--- src/rtl/aes_arb_pkg.sv ---
// aes_arb_pkg: shared types and constants for the AES request arbiter.
// Holds the FSM state encoding, the AES block width, default timing
// parameters and a small modulo-add helper used by the round-robin logic.
package aes_arb_pkg;

  // Width of one AES plaintext, key or ciphertext block.
  localparam int AES_BLK_W = 128;

  // Default number of idle cycles on AES_en between two jobs.
  localparam int AES_ARB_GAP_CYCLES = 2;

  // Default RUN-state watchdog limit (only used with AES_ARB_TIMEOUT_EN).
  localparam int AES_ARB_TIMEOUT_CYCLES = 64;

  // Arbiter FSM states.
  typedef enum logic [2:0] {
    ST_IDLE = 3'd0,
    ST_LOAD = 3'd1,
    ST_RUN  = 3'd2,
    ST_RESP = 3'd3,
    ST_GAP  = 3'd4
  } aes_arb_state_t;

  // (base + step) mod num, assuming base < num and step <= num.
  // Avoids a real modulo so the picker stays a plain adder/compare.
  function automatic int rr_wrap(input int base, input int step, input int num);
    int sum;
    sum = base + step;
    if (sum >= num) begin
      sum = sum - num;
    end
    return sum;
  endfunction

endpackage

--- src/rtl/aes_rr_pick.sv ---
// aes_rr_pick: combinational round-robin priority picker.
// Searches req_valid starting at rr_ptr and wrapping around; the first
// valid requester found wins. Outputs a one-hot grant, the winner index
// and an any-valid flag.
module aes_rr_pick
  import aes_arb_pkg::*;
#(
  parameter int NUM_REQ = 2,
  parameter int IDW     = 1
) (
  input  logic [NUM_REQ-1:0] req_valid,
  input  logic [IDW-1:0]     rr_ptr,
  output logic [NUM_REQ-1:0] grant,
  output logic [IDW-1:0]     grant_idx,
  output logic               any
);

  // rot_idx[k] is the requester index examined at search offset k from
  // the pointer; rot_valid[k] is that requester's valid bit.
  logic [IDW-1:0]     rot_idx [NUM_REQ];
  logic [NUM_REQ-1:0] rot_valid;

  generate
    for (genvar gi = 0; gi < NUM_REQ; gi++) begin : g_rot
      assign rot_idx[gi]   = IDW'(rr_wrap(int'(rr_ptr), gi, NUM_REQ));
      assign rot_valid[gi] = req_valid[rot_idx[gi]];
    end
  endgenerate

  // Priority search over the rotated vector: lowest offset wins, so the
  // loop runs from the highest offset down and the last hit sticks.
  always_comb begin
    grant_idx = '0;
    any       = 1'b0;
    for (int k = NUM_REQ - 1; k >= 0; k--) begin
      if (rot_valid[k]) begin
        any       = 1'b1;
        grant_idx = rot_idx[k];
      end
    end
  end

  assign grant = any ? (NUM_REQ'(1) << grant_idx) : '0;

endmodule

--- src/rtl/aes_req_arbiter.sv ---
// aes_req_arbiter: round-robin scheduler sharing one AES_top core between
// NUM_REQ requesters. One block/key pair is in flight at a time; the result
// is returned tagged with the requester index over a backpressured port.
//
// Optional feature macro: AES_ARB_TIMEOUT_EN
//   defined   -> RUN-state watchdog; a job that sees no core valid within
//                TIMEOUT_CYCLES is answered with resp_err = 1, resp_data = 0.
//   undefined -> no watchdog, resp_err is tied low, RUN waits indefinitely.
module aes_req_arbiter
  import aes_arb_pkg::*;
#(
  parameter int NUM_REQ        = 2,
  parameter int IDW            = (NUM_REQ > 1) ? $clog2(NUM_REQ) : 1,
  parameter int GAP_CYCLES     = AES_ARB_GAP_CYCLES,
  parameter int TIMEOUT_CYCLES = AES_ARB_TIMEOUT_CYCLES
) (
  input  logic                           AES_clk,
  input  logic                           AES_rst,
  // requester side
  input  logic [NUM_REQ-1:0]             req_valid,
  output logic [NUM_REQ-1:0]             req_ready,
  input  logic [NUM_REQ*AES_BLK_W-1:0]   req_data,
  input  logic [NUM_REQ*AES_BLK_W-1:0]   req_key,
  // response side
  output logic                           resp_valid,
  input  logic                           resp_ready,
  output logic [IDW-1:0]                 resp_id,
  output logic [AES_BLK_W-1:0]           resp_data,
  output logic                           resp_err,
  output logic                           busy,
  // AES core side
  output logic                           AES_en,
  output logic [AES_BLK_W-1:0]           AES_data_in,
  output logic [AES_BLK_W-1:0]           AES_key_in,
  input  logic [AES_BLK_W-1:0]           AES_data_out,
  input  logic                           AES_data_out_valid
);

  // Elaboration-time parameter sanity: the gap counter is 4 bits wide and
  // a zero-length watchdog would never let a job run.
  generate
    if (GAP_CYCLES < 1 || GAP_CYCLES > 15 || TIMEOUT_CYCLES < 1 ||
        NUM_REQ < 2 || NUM_REQ > 8) begin : g_bad_cfg
      $error("aes_req_arbiter: parameter out of range");
    end
  endgenerate

  // ---------------------------------------------------------------------
  // State and registers
  // ---------------------------------------------------------------------
  aes_arb_state_t        state_reg;
  aes_arb_state_t        state_next;
  logic [IDW-1:0]        rr_ptr_reg;
  logic [3:0]            gap_cnt_reg;
  logic [AES_BLK_W-1:0]  data_in_reg;
  logic [AES_BLK_W-1:0]  key_in_reg;
  logic [AES_BLK_W-1:0]  resp_data_reg;
  logic [IDW-1:0]        resp_id_reg;
  logic                  en_reg;
  logic                  resp_valid_reg;
  logic                  busy_reg;

  // Picker results and decoded events
  logic [NUM_REQ-1:0]    pick_grant;
  logic [IDW-1:0]        pick_idx;
  logic                  pick_any;
  logic                  accept;
  logic                  core_done;
  logic                  timeout_hit;
  logic                  gap_done;

  // Per-requester views of the packed data/key buses.
  logic [AES_BLK_W-1:0]  req_data_arr [NUM_REQ];
  logic [AES_BLK_W-1:0]  req_key_arr  [NUM_REQ];

  generate
    for (genvar gi = 0; gi < NUM_REQ; gi++) begin : g_unpack
      assign req_data_arr[gi] = req_data[gi*AES_BLK_W +: AES_BLK_W];
      assign req_key_arr[gi]  = req_key[gi*AES_BLK_W +: AES_BLK_W];
    end
  endgenerate

  aes_rr_pick #(
    .NUM_REQ (NUM_REQ),
    .IDW     (IDW)
  ) u_pick (
    .req_valid (req_valid),
    .rr_ptr    (rr_ptr_reg),
    .grant     (pick_grant),
    .grant_idx (pick_idx),
    .any       (pick_any)
  );

  // Only the winner sees ready, only in IDLE, and never while reset is
  // being applied (the picker alone would otherwise grant in that cycle).
  assign req_ready = (state_reg == ST_IDLE && !AES_rst && pick_any) ?
                     pick_grant : {NUM_REQ{1'b0}};
  assign accept    = |(req_valid & req_ready);
  assign core_done = (state_reg == ST_RUN) && AES_data_out_valid;
  assign gap_done  = (gap_cnt_reg == 4'(GAP_CYCLES - 1));

  // ---------------------------------------------------------------------
  // Optional RUN-state watchdog
  // ---------------------------------------------------------------------
`ifdef AES_ARB_TIMEOUT_EN
  localparam int WD_W = $clog2(TIMEOUT_CYCLES + 1);

  logic [WD_W-1:0] wd_cnt_reg;
  logic            resp_err_reg;

  // A real core valid on the last allowed cycle still wins over the timeout.
  assign timeout_hit = (state_reg == ST_RUN) && !AES_data_out_valid &&
                       (wd_cnt_reg == WD_W'(TIMEOUT_CYCLES - 1));

  // Count RUN cycles from 0 and flag a watchdog abort until the next accept.
  always_ff @(posedge AES_clk) begin
    if (AES_rst) begin
      wd_cnt_reg   <= '0;
      resp_err_reg <= 1'b0;
    end else begin
      if (state_reg == ST_LOAD) begin
        wd_cnt_reg <= '0;
      end else if (state_reg == ST_RUN) begin
        wd_cnt_reg <= wd_cnt_reg + 1'b1;
      end
      if (accept) begin
        resp_err_reg <= 1'b0;
      end else if (timeout_hit) begin
        resp_err_reg <= 1'b1;
      end
    end
  end

  assign resp_err = resp_err_reg;
`else
  assign timeout_hit = 1'b0;
  assign resp_err    = 1'b0;
`endif

  // ---------------------------------------------------------------------
  // FSM
  // ---------------------------------------------------------------------
  // Next-state decode.
  always_comb begin
    state_next = state_reg;
    case (state_reg)
      ST_IDLE: if (accept)                   state_next = ST_LOAD;
      ST_LOAD:                               state_next = ST_RUN;
      ST_RUN:  if (core_done || timeout_hit) state_next = ST_RESP;
      ST_RESP: if (resp_ready)               state_next = ST_GAP;
      ST_GAP:  if (gap_done)                 state_next = ST_IDLE;
      default:                               state_next = ST_IDLE;
    endcase
  end

  // State register plus all registered outputs; reset aborts any job.
  always_ff @(posedge AES_clk) begin
    if (AES_rst) begin
      state_reg      <= ST_IDLE;
      rr_ptr_reg     <= '0;
      gap_cnt_reg    <= '0;
      data_in_reg    <= '0;
      key_in_reg     <= '0;
      resp_data_reg  <= '0;
      resp_id_reg    <= '0;
      en_reg         <= 1'b0;
      resp_valid_reg <= 1'b0;
      busy_reg       <= 1'b0;
    end else begin
      state_reg <= state_next;
      busy_reg  <= (state_next != ST_IDLE);
      case (state_reg)
        ST_IDLE: begin
          if (accept) begin
            data_in_reg <= req_data_arr[pick_idx];
            key_in_reg  <= req_key_arr[pick_idx];
            resp_id_reg <= pick_idx;
            rr_ptr_reg  <= IDW'(rr_wrap(int'(pick_idx), 1, NUM_REQ));
          end
        end
        ST_LOAD: begin
          en_reg <= 1'b1;
        end
        ST_RUN: begin
          if (core_done) begin
            resp_data_reg  <= AES_data_out;
            en_reg         <= 1'b0;
            resp_valid_reg <= 1'b1;
          end else if (timeout_hit) begin
            resp_data_reg  <= '0;
            en_reg         <= 1'b0;
            resp_valid_reg <= 1'b1;
          end
        end
        ST_RESP: begin
          if (resp_ready) begin
            resp_valid_reg <= 1'b0;
            gap_cnt_reg    <= '0;
          end
        end
        ST_GAP: begin
          gap_cnt_reg <= gap_cnt_reg + 4'd1;
        end
        default: ;
      endcase
    end
  end

  assign AES_en      = en_reg;
  assign AES_data_in = data_in_reg;
  assign AES_key_in  = key_in_reg;
  assign resp_valid  = resp_valid_reg;
  assign resp_id     = resp_id_reg;
  assign resp_data   = resp_data_reg;
  assign busy        = busy_reg;

endmodule

--- config.mk ---
export PLATFORM = sky130hd
export DESIGN_NAME = aes_req_arbiter
export DESIGN_NICKNAME = d
export VERILOG_FILES = /design/src/rtl/aes_arb_pkg.sv /design/src/rtl/aes_rr_pick.sv /design/src/rtl/aes_req_arbiter.sv
export SDC_FILE = /design/constraint.sdc
export NUM_CORES = 1
export LEC_CHECK = 0
export CORE_AREA = 2 2 402 404
export DETAILED_ROUTE_END_ITERATION = 12
export DIE_AREA = 0 0 404 406
export GPL_TIMING_DRIVEN = 0
export PLACE_DENSITY = 0.37
export SLEW_MARGIN = 10
export SYNTH_ARGS = -nofsm -noshare
export SYNTH_HDL_FRONTEND = slang
export SYNTH_SLANG_ARGS = --single-unit
--- constraint.sdc ---
create_clock -name AES_clk -period 2.95 [get_ports AES_clk]
set_input_delay 0.885 -clock AES_clk [delete_from_list [all_inputs] [get_ports AES_clk]]
set_output_delay 0.885 -clock AES_clk [all_outputs]
set_load 0.01 [all_outputs]
==> reports/metrics.cfg <==
[status]
status=complete, but fails checks
failed_checks=setup timing

[worst_setup_path]
path_cells=clkbuf_4, nor4_4, clkbuf_16, and2_4, buf_6
rr_startpoint=state_reg[0]
critical_path_class=in2out
worstPathArrival_ns=2.07
crit_slowest_cell=nor4_4
crit_path_end_kind=output pin
crit_buf_inv=3
cp_max_fo=8
crit_path_start=AES_rst
crit_path_start_kind=input pin
crit_path_max_incr_delay_ns=0.41
cp_top_family=buffers and inverters
crit_required_ns=2.07

[layout]
final_area_mm2=0.03100
seqCellArea_mm2=0.007933
layout.nets=3511
multiInputGateArea_mm2=0.007416
final_common_cell=clkdlybuf4s50_1
stdcell_count=4999
areaGrowthSynthToFinish_pct=93.50
drive_gt1_share_pct=6.846
nFillCells=17882
final_cell_mix=1029 x clkdlybuf4s50_1, 394 x dfxtp_1, 267 x nor2_1, 261 x nand2_1, 257 x a211oi_1

[min_path]
hold_start=resp_data[45]
hp-class=reg2reg

[drt]
drt_iter0_markers=674
final_antenna_net_count=0
drc=0
wl_per_cell_um=23.19
viasPerCell=3.472
num_vias=17359
first_pass_iters=5
drt_wl_total_mm=115.9

[placed_design]
placed_cell_area_mm2=0.02900
place_hpwl_mm=97.71
place.gp.congestion=0.8341
dp_cells=4884
numPortBuffers=1034

[timing]
finalClockSkew_ns=0.06984
slew_violations=0
min_period_over_period_pct=100.1
fmax_mhz=338.5
setup-violations-final=1
setup_ws_ns=-0.003949
hold_viol=0
rsz0062_at_grt=yes
worst_pin_slew_ns=0.9255
timing.final.crit_period_ns=2.954
relSlewSlack_pct=38.30

[synthesis]
netlist.area_leader.share_pct=49.48
syn-num-nets=2411
syn_area_per_cell_um2=9.088
syn_area_mm2=0.01602
synth_warnings=0
syn_inst=1763
ys.flop_type=dfxtp_1
yosysUniqueCellTypes=32
synth_async_sr_flop_share_pct=0
yosysTopAreaCell=dfxtp_1
ys_ff_latch=396
synth_seq_area_share_pct=49.48
synth_edf_count=0
synthTopCellsByArea=dfxtp_1 49%, mux2i_1 16%, a211oi_1 12%, nor2_1 6.3%, nand2_1 6.1%

[global_route]
grt_pass1_vias=17549
grt_max_degree=19
grt_antenna_before_repair=27
grt_pass1_wl_mm=151.6
gr-total-overflow=0
groute.usage.overall_pct=13.39

[clock_tree]
clk_pin_slew_ns=0.06
hold_buffers=0
cts_made_buffers=54
h-tree-depth=2
worstSkewPairLatency_ns=0.67
cts-root-buf=clkbuf_16
cts_tree=built
clock_path_buffers=3
cts.sinks=396

[floorplan]
die_w_um=404
start_util_pct=10.04
fp.dieH_um=406
die_area_mm2=0.1640
std_cell_rows=147
coreArea_mm2=0.1596
io_pins=1037

[power]
leakagePower_nw=11.58
p_per_area_mw_per_mm2=545.1
ir_drop_v=0.0004405

[run]
max_cap_viol_count=0

## cells by family (layout without fill, tap and decap cells)
group / count (synthesis) / count (layout) / share of synthesized area, %
multiplexers: 258 / 258 / 16.13
other: 1 / 7 / 0.02340
XOR/XNOR: 1 / 1 / 0.05467
buffers and inverters: 163 / 1307 / 4.506
adder cells (fa/ha/maj): 2 / 2 / 0.1562
AO/OA/AOI/OAI: 397 / 397 / 16.51
flip-flops: 396 / 396 / 49.48
AND/OR/NAND/NOR: 545 / 545 / 13.15
## path summary, 6_finish.rpt
path | endpoint | slack (ns) | depth (start not counted)
max | req_ready[0] | -0.004 | 5
min | resp_data[45] | 0.45 | 2
max reg2reg | AES_key_in[24] | 0.11 | 8
min reg2reg | resp_data[45] | 0.45 | 2
## cells in the mapped netlist (all sizes together), types with 2 or more instances
cell and n:
dfxtp 396, nor2 268, nand2 261, a211oi 257, mux2i 257, a21oi 133
buf 84, clkbuf 76, inv 3, nand2b 3, nor3 3, ha 2
o21ai 2, or2 2
## timing repair
action	in CTS	in global routing
resized for setup	38	8
pin swaps	2	2
buffers inserted	6	4
setup endpoints to repair	206	2
## tightest hold or removal path, stage by stage, from the launching register on
cell     delay [ns]
dfxtp_1        0.31
nand2_1        0.05
a21oi_1        0.05
## where the power goes
part           internal, mW  leakage, nW  switching (mW)  total [mW]
Clock                  3.92        0.884            2.81        6.73
Combinational          2.08         7.45            2.01        4.09
Sequential             5.79         3.25           0.281        6.08
Total                  11.8         11.6            5.10        16.9
## metrics by stage
stage	hold slack (ns)	utilization, %	setup TNS, ns	power, mW	worst slack (ns)
after detailed placement	0.4461	18.17	-228.94	10.32	-2.075
after CTS	0.4542	19.39	-0.1492	17.28	-0.1492
after global placement	0.4427	18.15	-391.43	10.31	-2.353
after global routing	0.4716	19.41	-0.08029	17.72	-0.08029
final	0.4529	19.42	-0.003949	16.90	-0.003949
after floorplan	0.4654	-	0	7.558	0.03925
## layer usage
layer	track usage [%]	up-vias	part of all wire [%]
met5	0	-	0.089
met4	2.350	18	1.4
met3	4.641	95	8.2
met2	24.92	596	52
met1	14.68	8274	38
li1	-	8376	-
## layout make-up
cell class,count,share of cell area (%)
Timing Repair Buffer,1045,33.63
Sequential cell,396,25.59
Multi-Input combinational cell,1204,23.92
Tap cell,2086,8.418
Clock buffer,83,5.162
Buffer,159,2.526
Clock inverter,17,0.6740
Antenna cell,6,0.04843
Inverter,3,0.03632
(Power assumes the default switching activity.)
